===== src/rtl/remote_cmd_seq.sv =====
// remote_cmd_seq: FIFO-buffered {cmd,data} dispatcher for the RemoteComm handshake with ACK check and timeout.
// Optional `CMD_SEQ_RETRY_EN: one automatic resend per entry on NAK or timeout before reporting the error.
module remote_cmd_seq #(
  parameter int unsigned CMD_W       = 8,
  parameter int unsigned DATA_W      = 16,
  parameter int unsigned DEPTH       = 8,
  parameter int unsigned TIMEOUT_CYC = 1000000,
  parameter logic [7:0]  ACK_VAL     = 8'hA5
) (
  input  logic                   clk,
  input  logic                   rst_n,
  input  logic                   wr_en,
  input  logic [CMD_W-1:0]       wr_cmd,
  input  logic [DATA_W-1:0]      wr_data,
  input  logic                   run,
  output logic                   full,
  output logic                   empty,
  output logic [$clog2(DEPTH):0] count,
  output logic [CMD_W-1:0]       cmd,
  output logic [DATA_W-1:0]      data,
  output logic                   send_cmd,
  input  logic                   cmd_sent,
  input  logic                   resp_rdy,
  input  logic [7:0]             resp,
  output logic                   clr_resp_rdy,
  output logic                   busy,
  output logic                   done,
  output logic                   err,
  output logic                   tmo,
  output logic [7:0]             last_resp,
  output logic [7:0]             err_cnt
);
  localparam int unsigned AW = $clog2(DEPTH);
  localparam int unsigned CW = AW + 1;
  localparam int unsigned EW = CMD_W + DATA_W;
  localparam int unsigned TW = (TIMEOUT_CYC > 1) ? $clog2(TIMEOUT_CYC) : 1;
  localparam logic [TW-1:0] TMAX = TW'(TIMEOUT_CYC - 1);
`ifdef CMD_SEQ_RETRY_EN
  localparam bit RETRY_EN = 1'b1;
`else
  localparam bit RETRY_EN = 1'b0;
`endif

  typedef enum logic [2:0] {IDLE, SEND, WAIT_SENT, WAIT_RESP, CHECK} state_t;

  state_t          state;
  logic [EW-1:0]   mem [DEPTH];
  logic [AW-1:0]   wr_ptr;
  logic [AW-1:0]   rd_ptr;
  logic [TW-1:0]   timer;
  logic            retried;
  logic            pop;
  logic            push;
  logic [CW-1:0]   count_nxt;
  logic            timeout_hit;
  logic            nak_hit;
  logic            fail;
  logic            retry;

  // Queue bookkeeping; a pop frees the slot a same-cycle push needs when full.
  always_comb begin
    pop       = (state == IDLE) && run && !empty;
    push      = wr_en && (!full || pop);
    count_nxt = count;
    if (push && !pop)      count_nxt = count + CW'(1);
    else if (pop && !push) count_nxt = count - CW'(1);
  end

  // Failure detection; a response arriving on the timeout cycle takes priority.
  always_comb begin
    timeout_hit = ((state == WAIT_SENT) || ((state == WAIT_RESP) && !resp_rdy)) && (timer == TMAX);
    nak_hit     = (state == CHECK) && (last_resp != ACK_VAL);
    fail        = timeout_hit || nak_hit;
    retry       = fail && RETRY_EN && !retried;
  end

  always_ff @(posedge clk) begin
    if (push) mem[wr_ptr] <= {wr_cmd, wr_data};
  end

  always_ff @(posedge clk) begin
    if (!rst_n) begin
      state        <= IDLE;
      wr_ptr       <= '0;
      rd_ptr       <= '0;
      count        <= '0;
      full         <= 1'b0;
      empty        <= 1'b1;
      cmd          <= '0;
      data         <= '0;
      send_cmd     <= 1'b0;
      clr_resp_rdy <= 1'b0;
      busy         <= 1'b0;
      done         <= 1'b0;
      err          <= 1'b0;
      tmo          <= 1'b0;
      last_resp    <= '0;
      err_cnt      <= '0;
      timer        <= '0;
      retried      <= 1'b0;
    end else begin
      send_cmd     <= 1'b0;
      clr_resp_rdy <= 1'b0;
      done         <= 1'b0;
      err          <= 1'b0;
      tmo          <= 1'b0;
      if (push) wr_ptr <= wr_ptr + AW'(1);
      if (pop)  rd_ptr <= rd_ptr + AW'(1);
      count <= count_nxt;
      full  <= (count_nxt == CW'(DEPTH));
      empty <= (count_nxt == '0);

      // Timer reads 0 in the send_cmd cycle and counts cycles since it.
      case (state)
        IDLE: begin
          timer <= '0;
          if (pop) begin
            {cmd, data} <= mem[rd_ptr];
            retried     <= 1'b0;
            send_cmd    <= 1'b1;
            busy        <= 1'b1;
            state       <= SEND;
          end
        end
        SEND: begin
          timer <= timer + TW'(1);
          state <= WAIT_SENT;
        end
        WAIT_SENT: begin
          if (!timeout_hit) begin
            timer <= timer + TW'(1);
            if (cmd_sent) state <= WAIT_RESP;
          end
        end
        WAIT_RESP: begin
          if (resp_rdy) begin
            last_resp    <= resp;
            clr_resp_rdy <= 1'b1;
            state        <= CHECK;
          end else if (!timeout_hit) begin
            timer <= timer + TW'(1);
          end
        end
        CHECK: begin
          if (!nak_hit) begin
            done  <= 1'b1;
            busy  <= 1'b0;
            state <= IDLE;
          end
        end
        default: state <= IDLE;
      endcase

      if (retry) begin
        retried  <= 1'b1;
        timer    <= '0;
        send_cmd <= 1'b1;
        state    <= SEND;
      end else if (fail) begin
        err   <= 1'b1;
        tmo   <= timeout_hit;
        busy  <= 1'b0;
        state <= IDLE;
        if (err_cnt != 8'hFF) err_cnt <= err_cnt + 8'd1;
      end
    end
  end
endmodule


===== config.mk =====
export PLATFORM = sky130hd
export DESIGN_NAME = remote_cmd_seq
export DESIGN_NICKNAME = d
export VERILOG_FILES = /design/src/rtl/remote_cmd_seq.sv
export SDC_FILE = /design/constraint.sdc
export NUM_CORES = 1
export LEC_CHECK = 0
export BUFFER_PORTS_ARGS = -buffer_cell sky130_fd_sc_hd__buf_4
export CAP_MARGIN = 20
export CORE_MARGIN = 2
export CORE_UTILIZATION = 59
export DETAILED_ROUTE_END_ITERATION = 12
export GPL_TIMING_DRIVEN = 1
export PLACE_DENSITY = 0.79
export RECOVER_POWER = 100
export SYNTH_ARGS = -nofsm -noshare
export SYNTH_HDL_FRONTEND = slang
export SYNTH_SLANG_ARGS = --single-unit

===== constraint.sdc =====
create_clock -name clk -period 4.59 [get_ports clk]
set_input_delay 0.459 -clock clk [delete_from_list [all_inputs] [get_ports clk]]
set_output_delay 0.459 -clock clk [all_outputs]
set_load 0.05 [all_outputs]

Word level (Yosys, flattened, before mapping)
Memories as Yosys holds them, arrays and structs flattened. A register that Yosys moved wholly into a read port is not among the register bits.
Index checks and enable logic that the tools add are counted.

cells by class
  add/subtract/negate cells = 6
  equality and inequality tests = 14
  muxes and demuxes = 20
  bitwise logic cells = 1
  reductions and logical operators = 32

operators by type and width
  operator                                                               number
  20-bit one-hot mux with 4 select lines                                 1
  20-bit 2-to-1 mux                                                      2
  20-bit by 1-bit adder with 20-bit output, second input constant        1
  20-bit equality test, second input constant                            1
  8-bit inequality test, second input constant                           2
  2-bit AND reduction                                                    8
  3-bit 2-to-1 mux                                                       5
  3-bit one-hot mux with 5 select lines                                  1
  2-bit inequality test, second input constant                           6
  8-bit by 1-bit adder with 8-bit output, second input constant          1
  1-bit logical AND                                                      8
  1-bit 2-to-1 mux                                                       8
  4-bit 2-to-1 mux                                                       2
  3-bit by 1-bit adder with 3-bit output, second input constant          2
  3-bit by 2-bit equality test with 1-bit output, second input constant  2
  1-bit zero test                                                        6
  5-bit AND reduction                                                    1
  4-bit by 1-bit adder with 4-bit output, second input constant          1
  4-bit equality test, second input constant                             1
  4-bit zero test                                                        1
  4-bit nonzero test                                                     1
  4-bit by 1-bit subtractor with 4-bit output, second input constant     1
  3-bit by 1-bit equality test with 1-bit output, second input constant  1
  3-bit equality test, second input constant                             1
  other kinds (7)                                                        9

storage, ports and cells
  register bits = 57
  memory bits (writable) = 192
  input bits = 38
  output and inout bits = 52
  memories kept = 1

memory list
  name  words  bits a word  read ports  clocked after memory_dff  wr ports  line  RTL
  mem   8      24           1           1                         1         47    logic [EW-1:0] mem [DEPTH];

Longest topological paths before layout
Gate-level depths: netlist of run 1.

  depth in word-level cells = 10
  gate-level depth with buffers = 7
  mapped depth without buffers = 6

Worst setup path before layout of run 1
Ideal clock, no wire load.

  path type = flip-flop to flip-flop
  start point = reg state[2]
  end point = mem mem[2][0] (netlist bit) (enable)
  arrival time = 2.992 ns
  data required time = 4.155 ns
  path slack = 1.163 ns
  stages on the path, launching flop included = 6
  path buffers = 1
  clock period less this slack = 3.427 ns
  cell sequence = dfxtp_1 buf_2 or3_4 o21ai_1 nand2b_1 nor3_1

between the ends
  word-level cells in the longest chain between the ends = 7

RTL lines
  what                                    line  RTL
  from (decl)                             46    state_t state;
  from (signal assigned)                  83    state <= IDLE;
  from (signal assigned)                  122   state <= SEND;
  from (signal assigned)                  127   state <= WAIT_SENT;
  3-bit zero test                         62    pop = (state == IDLE) && run && !empty;
  1-bit logical AND (2 in a row)          62
  1-bit logical OR                        63    push = wr_en && (!full || pop);
  1-bit logical AND                       63
  1-bit 2-to-1 mux                        78    if (push) mem[wr_ptr] <= {wr_cmd, wr_data};
  1-bit 2-to-1 mux (implied by the code)  78
  to (decl)                               47

Every way passes these cells.

Worst setup path after layout of run 1
  start point = reg state[2]
  end point = reg full

between the ends
  word-level cells in the longest chain between the ends = 10
  elaborated cells between the ends (all ways) = 12

RTL lines
  what                                line  RTL
  3-bit zero test (*)                 62
  1-bit logical AND (*) (2 in a row)  62
  1-bit logical OR                    63
  1-bit logical AND                   63
  1-bit zero test                     66    else if (pop && !push) count_nxt = count - CW'(1);
  1-bit logical AND                   66
  4-bit 2-to-1 mux                    66
  4-bit 2-to-1 mux (*)                65    if (push && !pop) count_nxt = count + CW'(1);
  4-bit equality test (*)             110   full <= (count_nxt == CW'(DEPTH));
  to (signal assigned)                110
  to (decl)                           16    output logic full,

Every way passes the cells marked *; elsewhere a longest branch is shown, timed or not.
A chain may end at the register's enable or synchronous reset.

==> results of run 1 <==
-- area by class of cell --
type	count	area, sq um	area share [%]
antenna	1	2.50	0.0207
clock buffer	42	783	6.48
clock inverter	7	68.8	0.569
inverter	6	22.5	0.186
multi-input combinational	371	3050	25.2
sequential	273	7390	61.1
tap	229	287	2.37
timing repair buffer	101	489	4.05
-- flip-flops by register name (all words and copies together), names as in the netlist --
signal	flops
done	1
tmo	1
state	3
data	16
send_cmd	1
busy	1
cmd	8
full	1
empty	1
rd_ptr	3
clr_resp_rdy	1
last_resp	8
timer	20
mem	192
err	1
count	4
err_cnt	8
wr_ptr	3
-- stage by stage --
stage | worst slack (ps) | cell area, sq um | hold slack [ps]
5_1_grt | 1240 | 12100 | 176
2_1_floorplan | 1160 | 10600 | 462
3_5_place_dp | 2110 | 11500 | 456
6_report | 1460 | 12100 | 193
4_1_cts | 2090 | 12400 | 140
3_3_place_gp | 2200 | 11500 | 453
-- critical path: cells and delay by family, from the launching register on --
family / cells / cell delay, ps
buffers and inverters: 1 / 990
AND/OR/NAND/NOR: 3 / 1310
XOR/XNOR: 1 / 90
flip-flops: 1 / 410
AO/OA/AOI/OAI: 1 / 240
-- worst paths after layout --
path	startpoint	end	slack, ps
worst min-delay path	resp[7]	last_resp[7]	190
worst max register to register	state[2]	full	1460
worst max-delay path	state[2]	full	1460
worst min register to register	busy	busy	460
-- power breakdown --
part / total [W] / internal (W) / switching, W
clock: 0.00209 / 0.00123 / 0.000863
combinational: 0.000579 / 0.000213 / 0.000366
sequential: 0.00283 / 0.00273 / 0.0000996
-- cells by family after synthesis --
| family | after synthesis | share of synthesized area (%) |
|---|---|---|
| AOI/OAI and AO/OA | 84 | 5.07 |
| and+or+nand+nor | 191 | 9.03 |
| xor gates and xnor gates | 15 | 1.24 |
| DFF | 273 | 69.4 |
| buffers and inverters | 42 | 1.81 |
| muxes | 75 | 12.7 |
| adders and majority gates | 6 | 0.706 |
-- routing by layer --
metal / part of all wire [%] / global-route usage, % / up-vias / wire length [microns]
met5: 0 / 0 / - / 0
met4: 2.1 / 7.36 / 0 / 450
met3: 6.2 / 3.91 / 35 / 1350
met2: 51 / 38.2 / 248 / 11000
met1: 41 / 30.2 / 3168 / 8750
li1: - / - / 2851 / -
-- layout by cell type, fill, tap and decap left out, types with 2 or more instances in the layout --
cell,instances
o21a_1,2
buf_4,23
o211ai_1,4
nand3_1,15
mux4_2,48
clkinvlp_4,2
dfxtp_2,2
o21ai_0,14
xor2_1,9
clkbuf_1,88
nor2_2,2
o31ai_1,2
xnor2_1,6
and4_1,2
o22a_1,2
clkbuf_8,3
edfxtp_1,192
inv_1,5
or4b_1,2
a211oi_1,26
ha_1,6
and3_1,5
or3_1,11
nand2b_1,4
nor4_1,4
mux2i_1,27
or3_2,4
clkbuf_16,28
or4_1,5
nand2_1,52
dfxtp_1,79
a21oi_1,26
nor2_1,53
nor2b_1,3
nand4_1,9
o21bai_1,3
nor3_1,8
==> metrics.yaml, run 1 <==
clock_tree:
  clockBufferDepth: 3
  htree_levels: 1
  cts_sinks: 273
  root_buffer: "clkbuf_16"
  postCtsSetupBuffers: 0
  cts_tree: "built"
  path_clk_slew_ps: 60
  cts_buffers: 27
  clk_latency_ps: 530
  ctsHoldBuffers: 0
  cts_resized: 0
hold_path:
  hold_path_depth: 3
  min_path_type: "input port to flip-flop"
synth:
  synth_edf_count: 192
  yosysUniqueCellTypes: 55
  synth_most_common_cell: "edfxtp_1"
  seq_area_frac_synth_pct: 69.4
  ys_seq_elements: 273
  syn_avg_cell_area_sq_um: 15.5
  ys_warn_count: 0
  synth_flop_cell: "edfxtp_1"
  yosys.area.top_type: "edfxtp_1"
  synthesis.nets: 730
  ys_async_sr_fraction_pct: 0
  yosys-top-cells-count: "edfxtp_1, dfxtp_1, nor2_1"
  synth_top_area_share_pct: 54.2
  synthTopCellsByArea: "edfxtp_1, dfxtp_1, mux4_2"
  synthCells: 686
  netlist_area_sq_um: 10600
drt:
  wirelength_mm: 21.6
  vias: 6302
  ant_nets: 0
  dr.pass1.iters: 5
  dr.first_iter.drc_count: 387
  post-route-drc-count: 0
  via_per_inst: 6.12
  wl_per_cell_microns: 21.0
setup_path:
  critPathLaunchType: "flip-flop"
  crit_path_cell_trace: "or3_1 -> nor2_4 -> clkbuf_1 -> o22a_1 -> xnor2_1 -> nor4_1"
  r2r_cells: 6
  criticalPathCategory: "flip-flop to flip-flop"
  cp.arrival_ps: 3560
  crit_fanout: 27
  crit_required_ps: 5020
  cpMaxStageDelayCell: "clkbuf_1"
  end_kind: "flip-flop"
  crit_path_max_incr_delay_ps: 990
place:
  placedCellCount: 979
  gp_congestion: 0.820
  dp_hpwl_mm: 12.5
  port_buffers: 89
timing:
  period_share_pct: 68.2
  tns_ps: 0
  rsz0062_at_grt: "no"
  tightestPinTransition_ps: 1790
  hold_viol_final: 0
  max_freq_mhz: 320
  finClkSkew_ps: 15.2
  min_period_ps: 3130
  setup_violations: 0
  report.final.slew_viol_count: 51
  max_slew_margin_pct: -19.4
global_route:
  track_usage_pct: 22.5
  grt_pass1_wl_mm: 34.3
  overflow: 0
  grt_pass1_vias: 6429
  antenna_found_initial: 1
  grt_max_degree: 57
floorplanning:
  start_util_pct: 59.6
  ios: 90
  die_y_microns: 138
  fp-row-count: 49
  die_area_sq_um: 19100
  chipWidth_microns: 138
  core-area_sq_um: 17800
cells_and_area:
  utilization_pct: 67.8
  nNetsFinal: 824
  nFillCells: 1220
  finalNonFillerCells: 1030
  area_growth_pct: 13.7
  drive_gt1_share_pct: 15.3
power_and_ir_drop:
  powerDensity_nw_per_um2: 455
  p_leak_nw: 3.79
  p_total_w: 0.00550
  ir_drop_uv: 360
run:
  maxCapViolCount: 1
outcome:
  violations: "max-capacitance violations, max-slew violations"
  status: "complete, but fails checks"
No activity file was read; power rests on OpenSTA's default activity.
==> run 2: changes to the inputs <==
- ABC_AREA: default -> 1
- CORE_UTILIZATION: 59 -> 60
- PLACE_DENSITY: 0.79 -> 0.8
- clock period: 4.59 -> 3.2 ns (I/O delays scaled with it)
==> metrics.yaml, run 2 <==
drt:
  via_per_inst: 5.77  # was 6.12
  ant_nets: 0  # unchanged
  dr.first_iter.drc_count: 700  # was 387
  vias: 8071  # was 6302
  dr.pass1.iters: 8  # was 5
  post-route-drc-count: 0  # unchanged
  wl_per_cell_microns: 17.4  # was 21.0 microns
  wirelength_mm: 24.3  # was 21.6 mm
setup_path:
  criticalPathCategory: "flip-flop to flip-flop"  # unchanged
  crit_path_cell_trace: "nor2_1 -> nand2_1 -> nor2_1 -> o21ai_0 -> nor2_1 -> inv_1 -> nor2_2 -> clkbuf_2"  # was or3_1 -> nor2_4 -> clkbuf_1 -> o22a_1 -> xnor2_1 -> nor4_1
  cpMaxStageDelayCell: "clkbuf_2"  # was clkbuf_1
  r2r_cells: 8  # was 6
  crit_required_ps: 3390  # was 5020 ps
  end_kind: "flip-flop"  # unchanged
  worstSetupStartpoint: "state[2]"  # unchanged
  critPathLaunchType: "flip-flop"  # unchanged
  crit_family: "simple AND/OR/NAND/NOR gates"  # unchanged
  crit_fanout: 15  # was 27
  critPathBufInv: 2  # was 1
  r2r_end: "mem[3][20]"  # was full
  path_common_cell: "nor2_1"
  crit_path_max_incr_delay_ps: 460  # was 990 ps
  cp.arrival_ps: 2770  # was 3560 ps
  r2r_start: "state[2]"  # unchanged
  r2r_slack_ps: 620  # was 1460 ps
global_route:
  overflow: 0  # unchanged
  grt_pass1_wl_mm: 39.1  # was 34.3 mm
  antenna_found_initial: 0  # was 1
  track_usage_pct: 24.5  # was 22.5%
  grt_pass1_vias: 7846  # was 6429
  grt_max_degree: 98  # was 57
floorplanning:
  fp-row-count: 50  # was 49
  die_y_microns: 141  # was 138 microns
  chipWidth_microns: 141  # was 138 microns
  die_area_sq_um: 19900  # was 19100 sq um
  start_util_pct: 60.8  # was 59.6%
  core-area_sq_um: 18600  # was 17800 sq um
  ios: 90  # unchanged
synth:
  syn_avg_cell_area_sq_um: 10.6  # was 15.5 sq um
  ys_async_sr_fraction_pct: 0  # unchanged
  synth_most_common_cell: "edfxtp_1"  # unchanged
  yosys.area.top_type: "edfxtp_1"  # unchanged
  yosysUniqueCellTypes: 38  # was 55
  synth_top_area_share_pct: 51.1  # was 54.2%
  yosys-top-cells-count: "edfxtp_1, nor2_1, nand2_1"  # was edfxtp_1, dfxtp_1, nor2_1
  synthesis.nets: 1107  # was 730
  synthTopCellsByArea: "edfxtp_1, dfxtp_1, nor2_1"  # was edfxtp_1, dfxtp_1, mux4_2
  netlist_area_sq_um: 11300  # was 10600 sq um
  ys_seq_elements: 273  # unchanged
  seq_area_frac_synth_pct: 65.4  # was 69.4%
  ys_warn_count: 0  # unchanged
  synth_edf_count: 192  # unchanged
  synth_flop_cell: "edfxtp_1"  # unchanged
  synthCells: 1063  # was 686
clock_tree:
  ctsHoldBuffers: 0  # unchanged
  clockBufferDepth: 3  # unchanged
  cts_buffers: 27  # unchanged
  root_buffer: "clkbuf_16"  # unchanged
  clk_latency_ps: 530  # about the same
  cts_sinks: 273  # unchanged
  path_clk_slew_ps: 60  # about the same
  htree_levels: 1  # unchanged
  cts_resized: 0  # unchanged
  cts_tree: "built"  # unchanged
  postCtsSetupBuffers: 0  # unchanged
cells_and_area:
  largest_register_ffs: 192  # unchanged
  fin_area_sq_um: 12800  # was 12100 sq um
  antenna_cells: 0  # was 1
  regMostFlops: "mem"  # unchanged
  area_growth_pct: 13.3  # was 13.7%
  final_common_cell: "edfxtp_1"  # unchanged
  utilization_pct: 68.9  # was 67.8%
  nNetsFinal: 1189  # was 824
  drive_gt1_share_pct: 8.15  # was 15.3%
  reg.largest.list: "mem x192, timer x20, data x16"  # unchanged
  final_cell_mix: "edfxtp_1, nor2_1, nand2_1, o21ai_0, clkbuf_1"  # was edfxtp_1, clkbuf_1, dfxtp_1, nor2_1, nand2_1
  finalNonFillerCells: 1400  # was 1030
hold_path:
  min-delay-start: "resp[7]"  # unchanged
  hold_path_depth: 3  # unchanged
  min_path_type: "input port to flip-flop"  # unchanged
  min_to: "last_resp[7]"  # unchanged
timing:
  hold_viol_final: 0  # unchanged
  period_share_pct: 80.7  # was 68.2%
  tightestPinTransition_ps: 1070  # was 1790 ps
  max_slew_margin_pct: 28.5  # was -19.4%
  rsz0062_at_grt: "no"  # unchanged
  tns_ps: 0  # unchanged
  report.final.slew_viol_count: 0  # was 51
  min_period_ps: 2580  # was 3130 ps
  max_freq_mhz: 387  # was 320 MHz
  finClkSkew_ps: 11.5  # was 15.2 ps
  setup_violations: 0  # unchanged
place:
  placedCellCount: 1350  # was 979
  placed_area_sq_um: 12200  # was 11500 sq um
  dp_hpwl_mm: 14.5  # was 12.5 mm
  port_buffers: 89  # unchanged
  gp_congestion: 0.893  # was 0.820
power_and_ir_drop:
  ir_drop_uv: 538  # was 360 uV
  p_leak_nw: 4.31  # was 3.79 nW
  powerDensity_nw_per_um2: 699  # was 455 nW/um^2
outcome:
  status: "finished clean"  # was complete, but fails checks
run:
  maxCapViolCount: 0  # was 1
==> run 2: cell types whose count changed after synthesis, moves of 11 or more <==
cell      change
o22ai_1      +23
a21oi_1      +39
o21ai_1      +12
nor2_1      +114
nand3_1      +25
o21ai_0     +105
inv_1        +44
nand2_1      +97
o211ai_1     +20
clkbuf_1     +11
a211oi_1     -26
mux4_2       -48
==> run 2: cell families after synthesis <==
group / share of synthesized area [%]
multiplexers: 2.13
AND/OR/NAND/NOR: 14.7
AO/OA/AOI/OAI: 12.1
XOR/XNOR: 0.931
adder cells (fa/ha/maj): 0.665
flip-flops: 65.4
buffers and inverters: 4.03
==> run 2: final cells by class <==
class / instances / area [sq um]
inverter: 54 / 203
multi-input combinational: 683 / 3390
tap: 234 / 293
timing repair buffer: 106 / 561
clock inverter: 21 / 279
clock buffer: 29 / 683
sequential: 273 / 7390
fill: 1423 / 5780
==> run 2: power by group <==
part / internal, W / switching (W)
combinational: 0.000383 / 0.00110
clock: 0.00210 / 0.00129
sequential: 0.00396 / 0.000116
total: 0.00644 / 0.00251
==> run 2: worst min-delay path, stage by stage <==
cell and delay, ps:
buf_4 110, nand3_1 70, a21oi_1 60
==> run 2: layer usage <==
metal / GRT usage, % / wire, microns / part of all wire, % / vias to the layer above
li1: - / - / - / 3875
met1: 32.2 / 10100 / 42 / 3845
met2: 42.4 / 12000 / 49 / 297
met3: 3.91 / 1590 / 6.6 / 54
met4: 7.47 / 588 / 2.4 / 0
met5: 0 / 0 / 0 / -
==> run 2: stage by stage <==
| stage | hold WS, ps | worst slack, ps | total power [W] |
|---|---|---|---|
| floorplan | 419 | 532 | 0.00527 |
| global placement | 459 | 1030 | 0.00570 |
| detailed placement | 477 | 965 | 0.00574 |
| CTS | 6.43 | 965 | 0.00911 |
| global route | 76.0 | 365 | 0.00931 |
| finish | 74.4 | 618 | 0.00895 |
==> run 2: worst max-delay path by stage <==
stage | to | slack [ps] | cells past startpoint
finish | mem[3][20] | 620 | 8
detailed placement | mem[2][1] | 970 | 8
global placement | mem[3][2] | 1030 | 8
CTS | mem[2][5] | 960 | 8
global route | mem[3][6] | 370 | 8
floorplan | mem[0][0] | 530 | 8
